[config.mk]
export PLATFORM = sky130hd
export DESIGN_NAME = data_mem_store_ctrl_flat
export DESIGN_NICKNAME = d
export VERILOG_FILES = /design/src/rtl/data_mem_store_ctrl_if.sv /design/src/rtl/data_mem_store_ctrl.sv /design/src/flat_wrapper.sv
export SDC_FILE = /design/constraint.sdc
export NUM_CORES = 1
export LEC_CHECK = 0
export ABC_AREA = 1
export CAP_MARGIN = 30
export CORE_MARGIN = 5
export CORE_UTILIZATION = 50
export DETAILED_ROUTE_END_ITERATION = 16
export PLACE_DENSITY_LB_ADDON = 0.25
export SYNTH_ARGS = -nofsm -noshare
export SYNTH_HDL_FRONTEND = slang
export SYNTH_SLANG_ARGS = --single-unit
[constraint.sdc]
create_clock -name i_clock -period 1.9 [get_ports i_clock]
set_input_delay 0.285 -clock i_clock [delete_from_list [all_inputs] [get_ports i_clock]]
set_output_delay 0.285 -clock i_clock [all_outputs]
set_load 0.01 [all_outputs]
[src/rtl/data_mem_store_ctrl_if.sv]
// data_mem_store_ctrl_if: core request and word-memory bus bundle for data_mem_store_ctrl.
//   Core side : req_valid, req_address, req_data, req_read_write (1=store),
//               req_access_size (1=byte) in; busy, done, rdata out.
//   Memory side: mem_address, mem_data_in, mem_read_write (1=write), mem_enable out;
//               mem_data_out, mem_busy in.
//   slave modport is the controller view, master modport is the environment view.
interface data_mem_store_ctrl_if;
  logic        req_valid;
  logic [31:0] req_address;
  logic [31:0] req_data;
  logic        req_read_write;
  logic        req_access_size;
  logic        busy;
  logic        done;
  logic [31:0] rdata;
  logic [31:0] mem_address;
  logic [31:0] mem_data_in;
  logic        mem_read_write;
  logic        mem_enable;
  logic [31:0] mem_data_out;
  logic        mem_busy;
  modport slave (
    input  req_valid, req_address, req_data, req_read_write, req_access_size,
    input  mem_data_out, mem_busy,
    output busy, done, rdata,
    output mem_address, mem_data_in, mem_read_write, mem_enable
  );
  modport master (
    output req_valid, req_address, req_data, req_read_write, req_access_size,
    output mem_data_out, mem_busy,
    input  busy, done, rdata,
    input  mem_address, mem_data_in, mem_read_write, mem_enable
  );
endinterface

[src/rtl/data_mem_store_ctrl.sv]
// data_mem_store_ctrl: sequences loads, word stores and byte-store read-modify-writes onto a word memory.
//   i_clock   : rising-edge clock
//   i_reset_n : asynchronous active-low reset
//   bus       : data_mem_store_ctrl_if.slave (core request/response + memory bus)
//   Optional STORE_WORD_BUFFER_EN: one-entry written-word buffer lets a byte store
//   hitting the last written word skip the read access.
module data_mem_store_ctrl (
  input logic                  i_clock,
  input logic                  i_reset_n,
  data_mem_store_ctrl_if.slave bus
);
  typedef enum logic [2:0] {IDLE, ACCESS, RD, MERGE, WR} state_t;
  state_t      r_state, w_next;
  logic [31:0] r_addr, r_data, r_word, r_rdata;
  logic        r_rw, r_done;
  logic        w_accept, w_mem_done, w_hit, w_byte_store;
  logic        w_mem_enable, w_mem_rw;
  logic [31:0] w_merged, w_buf_word;
  assign w_accept     = (r_state == IDLE) && bus.req_valid;
  assign w_byte_store = bus.req_read_write && bus.req_access_size;
  assign w_mem_done   = w_mem_enable && !bus.mem_busy;
  // Big-endian lanes: byte offset 0 is the most significant byte.
  assign w_merged = (r_addr[1:0] == 2'd0) ? {r_data[7:0], r_word[23:0]} :
                    (r_addr[1:0] == 2'd1) ? {r_word[31:24], r_data[7:0], r_word[15:0]} :
                    (r_addr[1:0] == 2'd2) ? {r_word[31:16], r_data[7:0], r_word[7:0]} :
                                            {r_word[31:8], r_data[7:0]};
`ifdef STORE_WORD_BUFFER_EN
  logic        r_buf_valid;
  logic [29:0] r_buf_addr;
  logic [31:0] r_buf_word;
  assign w_hit      = r_buf_valid && (r_buf_addr == bus.req_address[31:2]);
  assign w_buf_word = r_buf_word;
  always_ff @(posedge i_clock or negedge i_reset_n) begin
    if (!i_reset_n) begin
      r_buf_valid <= 1'b0;
      r_buf_addr  <= '0;
      r_buf_word  <= '0;
    end else if (r_state == WR && w_mem_done) begin
      r_buf_valid <= 1'b1;
      r_buf_addr  <= r_addr[31:2];
      r_buf_word  <= r_word;
    end else if (r_state == ACCESS && w_mem_done && r_rw) begin
      r_buf_valid <= 1'b1;
      r_buf_addr  <= r_addr[31:2];
      r_buf_word  <= r_data;
    end
  end
`else
  assign w_hit      = 1'b0;
  assign w_buf_word = '0;
`endif
  always_comb begin
    w_next       = r_state;
    w_mem_enable = 1'b0;
    w_mem_rw     = 1'b0;
    case (r_state)
      IDLE:   if (bus.req_valid) w_next = w_byte_store ? (w_hit ? MERGE : RD) : ACCESS;
      ACCESS: begin
        w_mem_enable = 1'b1;
        w_mem_rw     = r_rw;
        if (!bus.mem_busy) w_next = IDLE;
      end
      RD: begin
        w_mem_enable = 1'b1;
        if (!bus.mem_busy) w_next = MERGE;
      end
      MERGE:  w_next = WR;
      WR: begin
        w_mem_enable = 1'b1;
        w_mem_rw     = 1'b1;
        if (!bus.mem_busy) w_next = IDLE;
      end
      default: w_next = IDLE;
    endcase
  end
  always_ff @(posedge i_clock or negedge i_reset_n) begin
    if (!i_reset_n) begin
      r_state <= IDLE;
      r_addr  <= '0;
      r_data  <= '0;
      r_rw    <= 1'b0;
      r_word  <= '0;
      r_rdata <= '0;
      r_done  <= 1'b0;
    end else begin
      r_state <= w_next;
      r_done  <= (r_state == ACCESS || r_state == WR) && w_mem_done;
      if (w_accept) begin
        r_addr <= bus.req_address;
        r_data <= bus.req_data;
        r_rw   <= bus.req_read_write;
      end
      if (r_state == RD && w_mem_done)
        r_word <= bus.mem_data_out;
      else if (r_state == MERGE)
        r_word <= w_merged;
      else if (w_accept && w_hit)
        r_word <= w_buf_word;
      if (r_state == ACCESS && w_mem_done && !r_rw)
        r_rdata <= bus.mem_data_out;
    end
  end
  assign bus.busy           = (r_state != IDLE);
  assign bus.done           = r_done;
  assign bus.rdata          = r_rdata;
  assign bus.mem_enable     = w_mem_enable;
  assign bus.mem_read_write = w_mem_rw;
  assign bus.mem_address    = {r_addr[31:2], 2'b00};
  assign bus.mem_data_in    = (r_state == WR) ? r_word : r_data;
endmodule

[src/flat_wrapper.sv]
// flat-port wrapper written by rule: the top's interface ports become plain ports
module data_mem_store_ctrl_flat 
  (i_clock, i_reset_n, bus_req_valid, bus_req_address, bus_req_data, bus_req_read_write, bus_req_access_size, bus_mem_data_out, bus_mem_busy, bus_busy, bus_done, bus_rdata, bus_mem_address, bus_mem_data_in, bus_mem_read_write, bus_mem_enable);
  data_mem_store_ctrl_if bus_i ();
  input logic i_clock;
  input logic i_reset_n;
  input wire logic [$bits(bus_i.req_valid)-1:0] bus_req_valid;
  input wire logic [$bits(bus_i.req_address)-1:0] bus_req_address;
  input wire logic [$bits(bus_i.req_data)-1:0] bus_req_data;
  input wire logic [$bits(bus_i.req_read_write)-1:0] bus_req_read_write;
  input wire logic [$bits(bus_i.req_access_size)-1:0] bus_req_access_size;
  input wire logic [$bits(bus_i.mem_data_out)-1:0] bus_mem_data_out;
  input wire logic [$bits(bus_i.mem_busy)-1:0] bus_mem_busy;
  output wire logic [$bits(bus_i.busy)-1:0] bus_busy;
  output wire logic [$bits(bus_i.done)-1:0] bus_done;
  output wire logic [$bits(bus_i.rdata)-1:0] bus_rdata;
  output wire logic [$bits(bus_i.mem_address)-1:0] bus_mem_address;
  output wire logic [$bits(bus_i.mem_data_in)-1:0] bus_mem_data_in;
  output wire logic [$bits(bus_i.mem_read_write)-1:0] bus_mem_read_write;
  output wire logic [$bits(bus_i.mem_enable)-1:0] bus_mem_enable;
  assign bus_i.req_valid = bus_req_valid;
  assign bus_i.req_address = bus_req_address;
  assign bus_i.req_data = bus_req_data;
  assign bus_i.req_read_write = bus_req_read_write;
  assign bus_i.req_access_size = bus_req_access_size;
  assign bus_i.mem_data_out = bus_mem_data_out;
  assign bus_i.mem_busy = bus_mem_busy;
  assign bus_busy = bus_i.busy;
  assign bus_done = bus_i.done;
  assign bus_rdata = bus_i.rdata;
  assign bus_mem_address = bus_i.mem_address;
  assign bus_mem_data_in = bus_i.mem_data_in;
  assign bus_mem_read_write = bus_i.mem_read_write;
  assign bus_mem_enable = bus_i.mem_enable;
  data_mem_store_ctrl u_core (.i_clock(i_clock), .i_reset_n(i_reset_n), .bus(bus_i));
endmodule
# --- Yosys cells after proc, flatten, opt, wreduce, memory -nomap -nowiden ---
# Index checks and enable logic that the tools add are counted.
op_classes:
  mux: 13
  n_reduce_logical: 24
  n_eq_ne: 12
ops:
  columns: ["op", "count"]
  rows:
  - ["32-bit 2-to-1 mux", 5]
  - ["16-bit 2-to-1 mux", 1]
  - ["2-bit != test, second input constant", 6]
  - ["3-bit one-hot mux with 4 select lines", 1]
  - ["3-bit 2-to-1 mux", 3]
  - ["4-bit AND reduction", 2]
  - ["2-bit nonzero test", 4]
  - ["1-bit logical AND", 7]
  - ["3-bit by 2-bit equality test with 1-bit output, second input constant", 2]
  - ["3-bit AND reduction", 2]
  - ["3-bit by 1-bit equality test with 1-bit output, second input constant", 1]
  - ["3-bit equality test, second input constant", 1]
  - ["3-bit zero test", 1]
  - ["3-bit nonzero test", 1]
  - ["3-bit OR reduction", 1]
  - ["2-bit by 1-bit equality test with 1-bit output, second input constant", 1]
  - ["2-bit equality test, second input constant", 1]
  - ["1-bit zero test", 2]
  - ["2-bit zero test", 1]
  - ["2-bit 2-to-1 mux", 1]
  - ["1-bit one-hot mux with 2 select lines", 1]
  - ["2-bit AND reduction", 1]
  - ["2-bit OR reduction", 1]
  - ["1-bit logical OR", 1]
  - ["1-bit 2-to-1 mux", 1]
totals:
  output_inout_bits: 100
  register_bits: 133
  input_bits: 102
  wordCells: 59

# --- Logic depth before layout (Yosys ltp) ---
# Gate-level depths: netlist (run 1).
depth:
  ltp_word: 7
  ltp_mapped: 9
  depth_no_buf: 8

# --- Worst setup path before layout (run 1) ---
# No wires, ideal clock.
synth_timing:
  kind: "reg2out"
  startpoint: "register u_core.r_state[0]"
  endpoint: "output bus_mem_data_in[10]"
  n_path_buf: 2
  arrival_ns: 1.271
  path_stages_with_launch: 6
  setup_slack_ns: 0.344
  t_required_ns: 1.615
  path_cell_list: "dfrtp_1 nor2_2 nand2_1 buf_2 buf_6 a21oi_1"
synth_via:
  elab_chain_len: 2
synth_lines:
  columns: ["element", "line_no", "text"]
  rows:
  - ["start, declared", "data_mem_store_ctrl.sv:13", "state_t r_state, w_next;"]
  - ["start signal, assigned", "data_mem_store_ctrl.sv:86", "r_state <= w_next;"]
  - ["3-bit equality test", "data_mem_store_ctrl.sv:109", "assign bus.mem_data_in = (r_state == WR) ? r_word : r_data;"]
  - ["32-bit 2-to-1 mux", "data_mem_store_ctrl.sv:109", null]
  - ["end, declared", "flat_wrapper.sv:18", "output wire logic [$bits(bus_i.mem_data_in)-1:0] bus_mem_data_in;"]
# Every way passes these cells.

# --- Worst setup path in the final report (run 1) ---
layout_timing:
  startpoint: "register u_core.r_state[0]"
  endpoint: "output bus_mem_data_in[13]"
# Same word-level chain as after synthesis.

==> impl_metrics.toml, run 1 <==
[synthesis]
synth-seq-cells = 133
synth_edf_count = 0
synth_area_per_cell_um2 = 7.94
synth-xor-area-share_pct = 0
synth_adder_area_share_pct = 0
synthSimpleGateAreaFrac_pct = 28.9
synth_cell_types = 23
synthMuxAreaShare_pct = 0
ys_seq_area_share_pct = 52.5
yosysWarnings = 0
synthArstFlopShare_pct = 100
synth_compound_area_share_pct = 8.21
synth_top_family_by_area = "simple AND/OR/NAND/NOR gates"
yosys_most_used_dff = "dfrtp_1"
synth_area_leaders = "dfrtp_1 52%, nand2_1 18%, o21ai_0 5.4%, nand3_1 4.9%, buf_4 4.9%"
syn_inst = 798
syn-cell-area_mm2 = 0.00634
yosysTopAreaCellShare_pct = 52.5
synth_top_area_cell = "dfrtp_1"

[global_routing]
grt_max_degree = 52
grt_pass1_wl_um = 29000
grt_pass1_vias = 5798
grtUsageTotal_pct = 24.9
grt_overflow = 0
grt_antenna_before_repair = 0

[timing]
rsz0062_at_grt = "true"
hold_slack_ns = 0.395
max_clock_freq_ghz = 0.514
skew_ns = 0.00620
setup_viol = 17
maxSlewViolCount = 0
hold_violations = 0
final.min_clock_period_ns = 1.95
setup_ws_ns = -0.0468
period_share_pct = 102

[outcome]
status = "finished, violations left"
violations = "setup timing"

[die]
die_w_um = 123
ioPinCount = 202
start_util_pct = 50.6
core_mm2 = 0.0125
dieHeight_um = 123
rows = 41
dieArea_mm2 = 0.0150

[power_and_ir_drop]
power.leakage_nw = 4.45
vdd_drop_max_v = 0.000848
combPwrFrac_pct = 46.3
p_sw_share_pct = 39.0
seq_power_share_pct = 33.3
cellInternalPower_mw = 9.05
power.switching_mw = 5.78
clkPwrFrac_pct = 20.4
total_power_mw = 14.8
cellPowerDensity_mw_per_mm2 = 1640

[cells_and_area]
diodes = 0
fin_area_mm2 = 0.00904
fin_nets = 1079
area_delta_synth_final_pct = 42.6
layout_commonest_cell = "nand2_1"
fillCellCount = 1027
layout_common_cells = "305 x nand2_1, 163 x clkdlybuf4s50_1, 133 x dfrtp_1"
drive_above_1_share_pct = 15.4
final_cells = 1162

[critical_path]
arrival_ns = 1.66
start_kind = "register"
reg2reg_slack_ns = 0.19
crit_path_end_kind = "output port"
worst-path-max-fanout = 13
crit_type = "register to output port"
critical_path_required_ns = 1.62

[detailed_routing]
first_pass_iters = 4
ant_nets = 0
drc = 0
wl_um = 18500
drt_iter0_drc = 459
wl_met2_um = 8780
vias = 5871
wl_met3_um = 1420
viasPerCell = 5.05
wl_met1_um = 7950
avgRoutedWirePerCell_um = 15.9
top_layer = "met4"

[job]
max_cap_violations = 0

[cts]
cts_tree = "built"
cts-root-buf = "clkbuf_16"
clk_path_buf_depth = 2
clkTransAtPathRegs_ns = 0.05
cts_buffers = 17
h-tree-depth = 4
clkSinkCount = 133
clkLatencyLatePin_ns = 0.41

[placed_design]
dp_hpwl_um = 13200
place_inst = 1125
port_buffers = 199
placed_area_mm2 = 0.00837
gp_congestion = 0.887

[min_path]
holdCritPathClass = "input port to async pin"
## per-stage QoR
| stage | setup TNS (ns) | util (%) | worst slack, ns |
|---|---|---|---|
| floorplan | 0 | - | 0.344 |
| global placement | 0 | 66.9 | 0.0699 |
| detailed placement | 0 | 66.9 | 0.0166 |
| CTS | -1.07 | 70.8 | -0.114 |
| global route | -2.30 | 72.2 | -0.109 |
| finish | -0.314 | 72.2 | -0.0468 |
## cells in the mapped netlist (3+ instances only)
cell,n
nand2_2,6
nor2_2,4
dfrtp_1,133
nand2_1,306
nand3_1,62
nor2_1,51
buf_4,41
clkbuf_1,12
inv_1,41
buf_2,11
o21ai_0,69
a21oi_1,33
nand4_1,3
buf_6,6
nor2_4,3
nor3_1,3
inv_2,6
## registers in the layout (all words and copies together) (netlist names)
signal and flops:
u_core.bus.done 1, u_core.bus.rdata 32, u_core.r_addr 32, u_core.r_data 32, u_core.r_rw 1, u_core.r_state 3, u_core.r_word 32
## kinds of logic after synthesis
family                 count (synthesis)
buffers and inverters                118
flip-flops                           133
other                                  1
AO/OA/AOI/OAI                        104
AND/OR/NAND/NOR                      442
## final timing paths
kind / startpoint / endpoint / cells after the start
max in group asynchronous: i_reset_n / u_core.r_word[2] / 3
worst max register to register: u_core.r_state[0] / u_core.r_word[26] / 7
worst min-delay path: i_reset_n / u_core.r_addr[26] / 2
worst max-delay path: u_core.r_state[0] / bus_mem_data_in[13] / 6
min in group i_clock: bus_req_address[10] / u_core.r_addr[10] / 3
worst min register to register: u_core.bus.rdata[11] / u_core.bus.rdata[11] / 2
## layout make-up
class,instances,area [um^2],share of cell area (%)
Sequential cell,133,3330,36.8
Clock inverter,9,78.8,0.872
Timing Repair Buffer,230,2230,24.6
Clock buffer,23,468,5.18
Multi-Input combinational cell,548,2540,28.2
Tap cell,172,215,2.38
Inverter,47,176,1.95
## timing repair
| item | in CTS | in global routing |
|---|---|---|
| setup endpoints to repair | 35 | 31 |
| buffers inserted | 0 | 1 |
| gates resized for setup | 127 | 65 |
| hold endpoints to repair | 48 | 0 |
| gates cloned | 0 | 3 |
| pin swaps | 1 | 9 |
| hold buffers | 1 | 0 |
## power groups by stage
stage | combinational [mW] | clock (mW) | sequential (mW)
3_3_place_gp | 6.89 | 0 | 4.86
5_1_grt | 7.59 | 3.22 | 5.11
3_5_place_dp | 7.02 | 0 | 4.87
4_1_cts | 6.71 | 3.07 | 4.86
2_1_floorplan | 3.86 | 0 | 4.84
6_report | 6.86 | 3.03 | 4.94
## critical path, cell delays in order (launching register included)
cell	delay [ns]
dfrtp_1	0.41
nor2_4	0.19
nand2_8	0.13
clkbuf_16	0.21
nor2_1	0.10
a21oi_1	0.06
buf_2	0.14
## routing by layer
layer | vias to the layer above | global-route usage, %
met5 | - | 0
met4 | 0 | 9.59
met3 | 29 | 6.13
met2 | 229 | 39.2
met1 | 2769 | 33.5
li1 | 2844 | -
Note: power is estimated with default switching activity, not from simulation.
==> run 2, diff against run 1 <==
--- a/config.mk
+++ b/config.mk
@@ -10,6 +10,7 @@
 export CORE_MARGIN = 5
 export CORE_UTILIZATION = 50
 export DETAILED_ROUTE_END_ITERATION = 16
+export GPL_ROUTABILITY_DRIVEN = 0
 export PLACE_DENSITY_LB_ADDON = 0.25
 export SYNTH_ARGS = -nofsm -noshare
 export SYNTH_HDL_FRONTEND = slang
==> results of run 2 <==
Final layout, timing and power as in run 1 (identical DEF).
==> run 3, diff against run 2 <==
--- a/config.mk
+++ b/config.mk
@@ -11,6 +11,7 @@
 export CORE_UTILIZATION = 50
 export DETAILED_ROUTE_END_ITERATION = 16
 export GPL_ROUTABILITY_DRIVEN = 0
+export MAX_ROUTING_LAYER = met4
 export PLACE_DENSITY_LB_ADDON = 0.25
 export SYNTH_ARGS = -nofsm -noshare
 export SYNTH_HDL_FRONTEND = slang
==> run 3 against run 2 <==
Effect of this change:
- flip-flop and latch count stayed put
- highest routed layer unchanged
- critical path type unchanged
- core utilization hardly changed
- sequential share of layout area hardly changed
- the run still ends with setup timing left
==> impl_metrics.toml, run 3 (synthesized netlist as in run 1, its figures left out) <==
[cts]
clkLatencyLatePin_ns = 0.42
cts-root-buf = "clkbuf_16"
clk_path_buf_depth = 2
clkSinkCount = 133
h-tree-depth = 4
cts_buffers = 17
clkTransAtPathRegs_ns = 0.05
cts_tree = "built"

[detailed_routing]
wl_um = 18600
first_pass_iters = 5
avgRoutedWirePerCell_um = 16.0
wl_met3_um = 1430
ant_nets = 0
wl_met1_um = 7940
drt_iter0_drc = 448
viasPerCell = 5.09
drc = 0
wl_met2_um = 8900
top_layer = "met4"
vias = 5919

[timing]
final.min_clock_period_ns = 1.95
tns_ns = -0.305
rsz0062_at_grt = "true"
period_share_pct = 102
setup_ws_ns = -0.0459
hold_slack_ns = 0.392
skew_ns = 0.00647
hold_violations = 0
maxSlewViolCount = 0
setup_viol = 16
max_clock_freq_ghz = 0.514

[power_and_ir_drop]
clkPwrFrac_pct = 20.5
cellInternalPower_mw = 9.05
power.leakage_nw = 4.45
cellPowerDensity_mw_per_mm2 = 1640
combPwrFrac_pct = 46.3
seq_power_share_pct = 33.3
power.switching_mw = 5.79
p_sw_share_pct = 39.0
vdd_drop_max_v = 0.000849
total_power_mw = 14.8

[placed_design]
placed_area_mm2 = 0.00837
dp_hpwl_um = 13200
port_buffers = 199
place_inst = 1125

[global_routing]
grt_antenna_before_repair = 0
grt_pass1_wl_um = 29000
grt_pass1_vias = 5815
grt_max_degree = 52
grt_overflow = 0
grtUsageTotal_pct = 25.7

[cells_and_area]
drive_above_1_share_pct = 15.5
layout_common_cells = "305 x nand2_1, 163 x clkdlybuf4s50_1, 133 x dfrtp_1"
register_area_mm2 = 0.00333
multi_input_comb_area_mm2 = 0.00255
final_cells = 1162
fin_nets = 1079
area_delta_synth_final_pct = 42.6
fin_area_mm2 = 0.00904
diodes = 0
fillCellCount = 1028
layout_commonest_cell = "nand2_1"

[job]
max_cap_violations = 0

[outcome]
violations = "setup timing"
status = "finished, violations left"

[die]
core_mm2 = 0.0125
dieHeight_um = 123
dieArea_mm2 = 0.0150
die_w_um = 123
ioPinCount = 202
start_util_pct = 50.6
rows = 41

[critical_path]
start_kind = "register"
critical_path_required_ns = 1.62
arrival_ns = 1.66
crit_path_end_kind = "output port"
crit_type = "register to output port"
worst-path-max-fanout = 13

[min_path]
holdCritPathClass = "input port to async pin"
## run 3: cell counts in the layout (fill, tap and decap cells not counted)
No cell type changed its count.
## run 3: per-layer routing
metal | GRT usage (%) | vias up
met5 | - | -
met4 | 9.59 | 0
met3 | 5.30 | 27
met2 | 39.5 | 261
met1 | 33.8 | 2786
li1 | - | 2845
## run 3: power by group through the flow
stage	sequential [mW]	combinational [mW]	clock, mW
2_1_floorplan	4.84	3.86	0
3_3_place_gp	4.86	6.89	0
3_5_place_dp	4.87	7.02	0
4_1_cts	4.86	6.71	3.07
5_1_grt	5.11	7.60	3.22
6_report	4.94	6.87	3.04
## run 3: layout make-up
class,count,share of cell area [%]
multi-input cells,548,28.2
repair buffers,230,24.6
clock buffers,23,5.18
inverters,47,1.95
flip-flops and latches,133,36.8
well taps,172,2.38
clock inverters,9,0.872
## run 3: per-stage QoR
step                      utilization [%]  setup slack (ns)
after floorplan                         -             0.344
after global placement               66.9            0.0699
after detailed placement             66.9            0.0166
after CTS                            70.8            -0.114
after global routing                 72.2            -0.109
final                                72.2           -0.0459
## run 3: worst paths after layout
path	startpoint	to	slack, ns	cells after the start
max in group asynchronous	i_reset_n	u_core.r_word[0]	0.86	3
min in group i_clock	bus_req_address[10]	u_core.r_addr[10]	0.41	3
worst max register to register	u_core.r_state[0]	u_core.r_word[27]	0.20	7
worst max-delay path	u_core.r_state[0]	bus_mem_data_in[13]	-0.05	6
worst min register to register	u_core.bus.rdata[11]	u_core.bus.rdata[11]	0.47	2
worst min-delay path	i_reset_n	u_core.r_addr[26]	0.39	2
## run 3: timing repair
action                     4_1_cts  5_1_grt
resized for setup              127       66
setup endpoints to repair       35       30
hold buffers                     1        0
cloned                           0        3
pin swaps                        1        9
hold endpoints to repair        48        0
setup buffers                    0        1
## run 3: critical path: stages (launching register included)
cell	delay [ns]
dfrtp_1	0.41
nor2_4	0.19
nand2_8	0.13
clkbuf_16	0.21
nor2_1	0.10
a21oi_1	0.06
buf_2	0.14
